**config.mk**
```make
export PLATFORM = sky130hd
export DESIGN_NAME = core_mem_arbiter_flat
export DESIGN_NICKNAME = d
export VERILOG_FILES = /design/src/rtl/core_mem_arbiter_if.sv /design/src/rtl/core_mem_arbiter.sv /design/src/flat_wrapper.sv
export SDC_FILE = /design/constraint.sdc
export NUM_CORES = 1
export LEC_CHECK = 0
export ABC_AREA = 1
export ABC_CLOCK_PERIOD_IN_PS = 5500
export BUFFER_PORTS_ARGS = -buffer_cell sky130_fd_sc_hd__buf_2
export CORE_ASPECT_RATIO = 0.7
export CORE_MARGIN = 2
export CORE_UTILIZATION = 49
export DETAILED_ROUTE_END_ITERATION = 7
export GPL_ROUTABILITY_DRIVEN = 0
export PLACE_DENSITY = 0.9
export SLEW_MARGIN = 20
export SYNTH_ARGS = -nofsm -noshare
export SYNTH_HDL_FRONTEND = slang
export SYNTH_SLANG_ARGS = --single-unit
```
**constraint.sdc**
```tcl
create_clock -name clk -period 5.5 [get_ports clk]
set_input_delay 0.275 -clock clk [delete_from_list [all_inputs] [get_ports clk]]
set_output_delay 0.275 -clock clk [all_outputs]
set_load 0.005 [all_outputs]
```
**src/rtl/core_mem_arbiter_if.sv**
```systemverilog
// Core-side requester ports and AHB-Lite master port of the memory arbiter.
interface core_mem_arbiter_if #(
  parameter int unsigned ADDR_W = 32,
  parameter int unsigned DATA_W = 32
);
  // Instruction fetch port
  logic              i_req;
  logic [ADDR_W-1:0] i_addr;
  logic              i_ack;
  logic [DATA_W-1:0] i_rdata;
  logic              i_err;
  // Load/store data port
  logic              d_req;
  logic              d_we;
  logic [1:0]        d_size;
  logic [ADDR_W-1:0] d_addr;
  logic [DATA_W-1:0] d_wdata;
  logic              d_ack;
  logic [DATA_W-1:0] d_rdata;
  logic              d_err;
  // AHB-Lite master port
  logic [ADDR_W-1:0] HADDR;
  logic [1:0]        HTRANS;
  logic              HWRITE;
  logic [2:0]        HSIZE;
  logic [DATA_W-1:0] HWDATA;
  logic [DATA_W-1:0] HRDATA;
  logic              HREADY;
  logic              HRESP;

  // Arbiter view
  modport slave (
    input  i_req, i_addr, d_req, d_we, d_size, d_addr, d_wdata,
    input  HRDATA, HREADY, HRESP,
    output i_ack, i_rdata, i_err, d_ack, d_rdata, d_err,
    output HADDR, HTRANS, HWRITE, HSIZE, HWDATA
  );

  // Core + bus environment view
  modport master (
    output i_req, i_addr, d_req, d_we, d_size, d_addr, d_wdata,
    output HRDATA, HREADY, HRESP,
    input  i_ack, i_rdata, i_err, d_ack, d_rdata, d_err,
    input  HADDR, HTRANS, HWRITE, HSIZE, HWDATA
  );
endinterface

```
**src/rtl/core_mem_arbiter.sv**
```systemverilog
// Shares one non-pipelined AHB-Lite master between fetch and load/store ports.
module core_mem_arbiter #(
  parameter int unsigned ADDR_W = 32,
  parameter int unsigned DATA_W = 32,
  parameter bit          RR_EN  = 1'b1
) (
  input  logic            clk,
  input  logic            reset,
  core_mem_arbiter_if.slave bus
);

  typedef enum logic [1:0] {
    S_IDLE = 2'd0,
    S_ADDR = 2'd1,
    S_DATA = 2'd2,
    S_RESP = 2'd3
  } state_t;

  localparam logic [1:0] HTRANS_IDLE   = 2'b00;
  localparam logic [1:0] HTRANS_NONSEQ = 2'b10;
  localparam logic [2:0] HSIZE_WORD    = 3'b010;

  state_t            r_state;
  state_t            w_state_nxt;

  logic              w_grant;
  logic              w_sel_d;
  logic [1:0]        w_htrans_nxt;
  logic              w_i_ack_nxt;
  logic              w_d_ack_nxt;
  logic              w_hwdata_ld;
  logic              w_capture;

  logic              r_owner_d;
  logic              r_last_d;
  logic [DATA_W-1:0] r_wdata;
  logic [ADDR_W-1:0] r_haddr;
  logic [1:0]        r_htrans;
  logic              r_hwrite;
  logic [2:0]        r_hsize;
  logic [DATA_W-1:0] r_hwdata;
  logic              r_i_ack;
  logic              r_d_ack;
  logic [DATA_W-1:0] r_i_rdata;
  logic [DATA_W-1:0] r_d_rdata;
  logic              r_i_err;
  logic              r_d_err;

  // Grant only from IDLE; on a tie pick data unless round-robin says fetch's turn
  assign w_grant = (r_state == S_IDLE) && (bus.i_req || bus.d_req);
  assign w_sel_d = bus.d_req && (!bus.i_req || !RR_EN || !r_last_d);

  // State register
  always_ff @(posedge clk or posedge reset) begin
    if (reset) r_state <= S_IDLE;
    else       r_state <= w_state_nxt;
  end

  // Next-state logic: one transfer per grant, HREADY advances each phase
  always_comb begin
    w_state_nxt = r_state;
    case (r_state)
      S_IDLE:  if (w_grant)     w_state_nxt = S_ADDR;
      S_ADDR:  if (bus.HREADY)  w_state_nxt = S_DATA;
      S_DATA:  if (bus.HREADY)  w_state_nxt = S_RESP;
      S_RESP:                   w_state_nxt = S_IDLE;
      default:                  w_state_nxt = S_IDLE;
    endcase
  end

  // Output logic: next values of the registered bus/ack outputs
  always_comb begin
    w_htrans_nxt = HTRANS_IDLE;
    w_i_ack_nxt  = 1'b0;
    w_d_ack_nxt  = 1'b0;
    w_hwdata_ld  = 1'b0;
    w_capture    = 1'b0;
    case (r_state)
      S_IDLE: if (w_grant) w_htrans_nxt = HTRANS_NONSEQ;
      S_ADDR: begin
        if (!bus.HREADY) w_htrans_nxt = HTRANS_NONSEQ;
        else             w_hwdata_ld  = r_hwrite;
      end
      S_DATA: begin
        if (bus.HREADY) begin
          w_capture   = 1'b1;
          w_i_ack_nxt = !r_owner_d;
          w_d_ack_nxt = r_owner_d;
        end
      end
      default: ;
    endcase
  end

  // Control outputs and arbitration history
  always_ff @(posedge clk or posedge reset) begin
    if (reset) begin
      r_htrans  <= HTRANS_IDLE;
      r_i_ack   <= 1'b0;
      r_d_ack   <= 1'b0;
      r_owner_d <= 1'b0;
      r_last_d  <= 1'b1;
    end else begin
      r_htrans <= w_htrans_nxt;
      r_i_ack  <= w_i_ack_nxt;
      r_d_ack  <= w_d_ack_nxt;
      if (w_grant) begin
        r_owner_d <= w_sel_d;
        r_last_d  <= w_sel_d;
      end
    end
  end

  // Transfer attributes latched at grant, write data, and response capture
  always_ff @(posedge clk or posedge reset) begin
    if (reset) begin
      r_haddr   <= '0;
      r_hwrite  <= 1'b0;
      r_hsize   <= 3'b000;
      r_wdata   <= '0;
      r_hwdata  <= '0;
      r_i_rdata <= '0;
      r_d_rdata <= '0;
      r_i_err   <= 1'b0;
      r_d_err   <= 1'b0;
    end else begin
      if (w_grant) begin
        r_haddr  <= w_sel_d ? bus.d_addr : bus.i_addr;
        r_hwrite <= w_sel_d && bus.d_we;
        r_hsize  <= w_sel_d ? {1'b0, bus.d_size} : HSIZE_WORD;
        r_wdata  <= bus.d_wdata;
      end
      if (w_hwdata_ld) r_hwdata <= r_wdata;
      if (w_capture) begin
        if (r_owner_d) begin
          r_d_err <= bus.HRESP;
          if (!r_hwrite) r_d_rdata <= bus.HRDATA;
        end else begin
          r_i_err   <= bus.HRESP;
          r_i_rdata <= bus.HRDATA;
        end
      end
    end
  end

  assign bus.HADDR   = r_haddr;
  assign bus.HTRANS  = r_htrans;
  assign bus.HWRITE  = r_hwrite;
  assign bus.HSIZE   = r_hsize;
  assign bus.HWDATA  = r_hwdata;
  assign bus.i_ack   = r_i_ack;
  assign bus.i_rdata = r_i_rdata;
  assign bus.i_err   = r_i_err;
  assign bus.d_ack   = r_d_ack;
  assign bus.d_rdata = r_d_rdata;
  assign bus.d_err   = r_d_err;

endmodule

```
**src/flat_wrapper.sv**
```systemverilog
// flat-port wrapper written by rule: the top's interface ports become plain ports
module core_mem_arbiter_flat 
#(
  parameter int unsigned ADDR_W = 32,
  parameter int unsigned DATA_W = 32,
  parameter bit          RR_EN  = 1'b1
)
  (clk, reset, bus_i_req, bus_i_addr, bus_d_req, bus_d_we, bus_d_size, bus_d_addr, bus_d_wdata, bus_HRDATA, bus_HREADY, bus_HRESP, bus_i_ack, bus_i_rdata, bus_i_err, bus_d_ack, bus_d_rdata, bus_d_err, bus_HADDR, bus_HTRANS, bus_HWRITE, bus_HSIZE, bus_HWDATA);
  core_mem_arbiter_if #(.ADDR_W(ADDR_W), .DATA_W(DATA_W)) bus_i ();
  input  logic clk;
  input  logic reset;
  input wire logic [$bits(bus_i.i_req)-1:0] bus_i_req;
  input wire logic [$bits(bus_i.i_addr)-1:0] bus_i_addr;
  input wire logic [$bits(bus_i.d_req)-1:0] bus_d_req;
  input wire logic [$bits(bus_i.d_we)-1:0] bus_d_we;
  input wire logic [$bits(bus_i.d_size)-1:0] bus_d_size;
  input wire logic [$bits(bus_i.d_addr)-1:0] bus_d_addr;
  input wire logic [$bits(bus_i.d_wdata)-1:0] bus_d_wdata;
  input wire logic [$bits(bus_i.HRDATA)-1:0] bus_HRDATA;
  input wire logic [$bits(bus_i.HREADY)-1:0] bus_HREADY;
  input wire logic [$bits(bus_i.HRESP)-1:0] bus_HRESP;
  output wire logic [$bits(bus_i.i_ack)-1:0] bus_i_ack;
  output wire logic [$bits(bus_i.i_rdata)-1:0] bus_i_rdata;
  output wire logic [$bits(bus_i.i_err)-1:0] bus_i_err;
  output wire logic [$bits(bus_i.d_ack)-1:0] bus_d_ack;
  output wire logic [$bits(bus_i.d_rdata)-1:0] bus_d_rdata;
  output wire logic [$bits(bus_i.d_err)-1:0] bus_d_err;
  output wire logic [$bits(bus_i.HADDR)-1:0] bus_HADDR;
  output wire logic [$bits(bus_i.HTRANS)-1:0] bus_HTRANS;
  output wire logic [$bits(bus_i.HWRITE)-1:0] bus_HWRITE;
  output wire logic [$bits(bus_i.HSIZE)-1:0] bus_HSIZE;
  output wire logic [$bits(bus_i.HWDATA)-1:0] bus_HWDATA;
  assign bus_i.i_req = bus_i_req;
  assign bus_i.i_addr = bus_i_addr;
  assign bus_i.d_req = bus_d_req;
  assign bus_i.d_we = bus_d_we;
  assign bus_i.d_size = bus_d_size;
  assign bus_i.d_addr = bus_d_addr;
  assign bus_i.d_wdata = bus_d_wdata;
  assign bus_i.HRDATA = bus_HRDATA;
  assign bus_i.HREADY = bus_HREADY;
  assign bus_i.HRESP = bus_HRESP;
  assign bus_i_ack = bus_i.i_ack;
  assign bus_i_rdata = bus_i.i_rdata;
  assign bus_i_err = bus_i.i_err;
  assign bus_d_ack = bus_i.d_ack;
  assign bus_d_rdata = bus_i.d_rdata;
  assign bus_d_err = bus_i.d_err;
  assign bus_HADDR = bus_i.HADDR;
  assign bus_HTRANS = bus_i.HTRANS;
  assign bus_HWRITE = bus_i.HWRITE;
  assign bus_HSIZE = bus_i.HSIZE;
  assign bus_HWDATA = bus_i.HWDATA;
  core_mem_arbiter #(.ADDR_W(ADDR_W), .DATA_W(DATA_W), .RR_EN(RR_EN)) u_core (.clk(clk), .reset(reset), .bus(bus_i));
endmodule
```
# Word-level counts from Yosys, hierarchy flattened
# Index checks and enable logic that the tools add are counted.
# word_totals
register_bits	174
inputBits	137
out_inout_bits	138
wordCells	53
# op_classes
eq_ne	6
mux	17
n_bitwise	2
reduce_logical	13
# op_table
operator	n
32-bit 2-to-1 mux	1
2-bit 2-to-1 mux	6
1-bit 2-to-1 mux	8
2-bit case mux with 4 select lines	1
3-bit AND reduction	2
2-bit == test (second input constant)	2
2-bit != test (second input constant)	2
2-bit case mux with 2 select lines	1
2-bit AND reduction	2
1-bit logical AND	3
1-bit zero test	3
2-bit by 1-bit == test with 1-bit output (second input constant)	1
2-bit zero test	1
1-bit logical OR	2
2-bit by 1-bit != test with 1-bit output (second input constant)	1
1-bit inverter	2

# Longest topological paths before layout
# depth
ltp_word	4
mapped_depth	9
mapped_depth_nobuf	7

# Worst setup path before layout
# Ideal clock, no wire load.
# synth_timing
path_type	register to register
startpoint	register u_core.r_state[0]
endpoint	register u_core.r_i_rdata[6] (netlist: u_core.bus.i_rdata[6])
setup_ns	0.130
arrival_ns	1.285
t_required_ns	5.370
setup_slack_ns	4.084
stages_incl_launch_ff	10
n_path_buf	2
period_less_slack_ns	1.416
path_cell_list	dfrtp_1 -> inv_1 -> ha_1 -> nand2_1 -> inv_1 -> nand2_1 -> buf_4 -> buf_2 -> nand2_1 -> o21ai_0
# synth_via
elab_chain_cells	3
# synth_lines
item	line_no	text
start: declaration	core_mem_arbiter.sv:23	state_t r_state;
start signal: assignment	core_mem_arbiter.sv:56	else r_state <= w_state_nxt;
2-bit == test	core_mem_arbiter.sv:78	case (r_state)
1-bit 2-to-1 mux	core_mem_arbiter.sv:78	
2-bit AND reduction (no source line)	-	
end signal: assignment	core_mem_arbiter.sv:140	r_i_rdata <= bus.HRDATA;
end: declaration	core_mem_arbiter.sv:44	logic [DATA_W-1:0] r_i_rdata;
# Every way passes these cells.
# A chain may end at the register's enable or synchronous reset.

# Worst setup path in the final report
# layout_timing
startpoint	register u_core.r_state[0]
endpoint	register u_core.r_d_rdata[25] (netlist: u_core.bus.d_rdata[25])
# layout_via
elab_chain_cells	3
# layout_lines
item	line_no	text
2-bit == test	core_mem_arbiter.sv:78	
1-bit 2-to-1 mux	core_mem_arbiter.sv:78	
3-bit AND reduction (no source line)	-	
end signal: assignment	core_mem_arbiter.sv:137	if (!r_hwrite) r_d_rdata <= bus.HRDATA;
end: declaration	core_mem_arbiter.sv:45	logic [DATA_W-1:0] r_d_rdata;
# Every way passes these cells.

==> impl_metrics.yaml <==
outcome:
  outcome: "complete, no violations"
routing:
  post-route-drc-count: 0
  via_per_inst: 4.82
  firstDrtPassIters: 5
  wl_per_cell_um: 13.7
  drtIter0Drc: 376
  wl_um: 17400
  vias: 6121
  postRouteAntennaNets: 0
clock_network:
  cts_tree: "yes"
  h-tree-depth: 4
  postCtsResizedCells: 0
  clk_pin_slew_ps: 70
  clock_sinks: 172
  clockRootBuffer: "clkbuf_16"
  clockBufferDepth: 2
  post_cts_buffers: 0
  worstSkewPairLatency_ps: 420
  cts_hold_buffers: 0
  cts_buffers: 17
worst_setup_path:
  slowest_delay_ps: 590
  ff2ff_setup_slack_ps: 3360
  r2r-end: "u_core.bus.d_rdata[25]"
  cp.arrival_ps: 2440
  cp_slowest_cell: "nand2_2"
  end_kind: "flip-flop"
  rr_worst_depth: 6
  cp-start-kind: "flip-flop"
  crit_chain: "inv_1 > ha_1 > nand2_1 > inv_1 > nand2_2 > o21ai_0"
  crit_fanout: 64
  critPathRequiredTime_ps: 5800
  critPathKind: "reg2reg"
  r2r-start: "u_core.r_state[0]"
  cp_common_cell: "inv_1"
grt:
  grt_pass1_wl_um: 28000
  grt_use_total: 0.228
  antenna_found_initial: 0
  grt_pass1_vias: 5743
  grt_max_degree: 113
  overflow: 0
floorplan:
  die_y_um: 105
  row_count: 36
  die-area_mm2: 0.0155
  die_x_um: 148
  initial_core_util: 0.506
  coreArea_mm2: 0.0141
  io-pin-count: 275
cells_and_area:
  final_util: 0.652
  antenna_cells: 0
  stdcell_count: 1270
  finalNetCount: 1208
  area_growth_pct: 28.9
  drive_gt1_frac: 0.293
flow_run:
  cap_viol_max_count: 0
timing:
  finalCritPeriodShare: 0.390
  tightest_slew_ps: 1010
  setup_tns_ps: 0
  slew_viol_final: 0
  finalHoldViolCount: 0
  maxSlewHeadroom: 0.323
  period_minus_slack_ps: 2140
  fmaxAchievable_mhz: 466
  finalClockSkew_ps: 7.62
  setup_violations: 0
  grt_setup_unrepaired: "false"
logic_synthesis:
  async_flop_share: 1.00
  synth_simple_gate_area_share: 0.187
  synth.avg_cell_area_um2: 8.71
  ys_seq_elements: 172
  synth_edf_count: 0
  yosysWarningCount: 0
  synth_compound_area_frac: 0.0930
  synthAdderAreaFrac: 0.00704
  synthMuxAreaShare: 0
  synth_top_family_by_area: "simple AND/OR/NAND/NOR gates"
  synth_cell_type_count: 20
  synth_xor_area_frac: 0
  netlist_instances: 816
  synth_area_mm2: 0.00711
  ys_seq_area_frac: 0.606
  synth_ff_type: "dfrtp_1"
pwr:
  p_per_area_mw_per_mm2: 546
  power_mw: 5.00
  p_leak_nw: 5.34
  ir_drop_mv: 0.260
placement:
  post-dp-hpwl_um: 12200
  dpl.cell_count: 1237
  place.port_buffers: 272
hold_path:
  min_path_type: "in2async"
[state kept, by name (all words and copies together), names as in the netlist, 2 cells and up]
name                cells
u_core.bus.d_rdata     32
u_core.bus.HADDR       32
u_core.r_wdata         32
u_core.bus.i_rdata     32
u_core.r_state          2
u_core.bus.HSIZE        2
u_core.bus.HWDATA      32
[cell usage in the layout (no fill, tap or decap), types with 2 or more instances in the layout]
cell,n
buf_2,272
buf_4,2
bufinv_16,3
clkbuf_16,17
clkbuf_8,3
clkinv_4,3
clkinvlp_4,3
conb_1,2
dfrtp_1,171
ha_1,4
inv_1,138
inv_6,3
nand2_1,246
nand3_1,67
nor2_1,4
o21ai_0,131
[logic make-up (layout without fill, tap and decap cells)]
group,after synthesis,after routing
AO/OA/AOI/OAI,132,132
adder cells (fa/ha/maj),4,4
buffers and inverters,184,447
flip-flops,172,172
other,1,2
AND/OR/NAND/NOR,323,323
[synthesized netlist by cell type (4+ instances only)]
cell type  instances  area (um^2)
nand2_1          247          927
dfrtp_1          171         4280
inv_1            139          522
o21ai_0          131          656
nand3_1           68          340
clkbuf_1          21         78.8
buf_2             11         55.1
buf_4              7         52.6
buf_6              4         45.0
ha_1               4         50.1
nor2_1             4         15.0
[per-stage QoR]
step	worst slack [ps]	instance area, um^2	hold WS (ps)
3_5_place_dp	2750	8500	461
2_1_floorplan	567	7110	385
6_report	3360	9160	57.5
4_1_cts	2810	9130	40.6
3_3_place_gp	2850	8500	448
5_1_grt	3100	9160	47.8
[worst max-delay path by stage]
| stage | from | to | cells past startpoint |
|---|---|---|---|
| floorplan | reset | u_core.bus.HADDR[0] | 1 |
| global placement | bus_d_req | u_core.bus.HADDR[13] | 6 |
| detailed placement | bus_d_req | u_core.bus.HADDR[13] | 6 |
| CTS | u_core.r_state[0] | u_core.bus.HADDR[13] | 7 |
| global route | u_core.r_state[0] | u_core.bus.d_rdata[25] | 6 |
| finish | u_core.r_state[0] | u_core.bus.d_rdata[25] | 6 |
[layer usage]
metal  wire length [um]  vias up  track usage  share of wire
met2               8350      266        0.365           0.48
li1                   -     2999            -              -
met1               7370     2831        0.303           0.42
met5                  0        -            0              0
met3               1330       25       0.0629          0.076
met4                316        0       0.0789          0.018
[where the power goes]
part | switching (mW) | internal, mW | total, mW
Combinational | 0.937 | 0.672 | 1.61
Sequential | 0.293 | 1.85 | 2.15
Clock | 0.488 | 0.755 | 1.24
[final cells by class]
cell class | count | area [um^2]
Fill cell | 1130 | 4890
Timing Repair Buffer | 275 | 1400
Tap cell | 190 | 238
Sequential cell | 172 | 4310
Clock buffer | 20 | 467
Inverter | 140 | 531
Clock inverter | 12 | 161
Multi-Input combinational cell | 461 | 2060
[worst max-delay path: cells and delay by family, from the launching register on]
family | cells | cell delay [ps]
compound gates | 1 | 470
fa+ha+maj | 1 | 200
buf+inv | 2 | 260
flops | 1 | 400
simple gates | 2 | 670
Note: power is estimated with default switching activity, not from simulation.
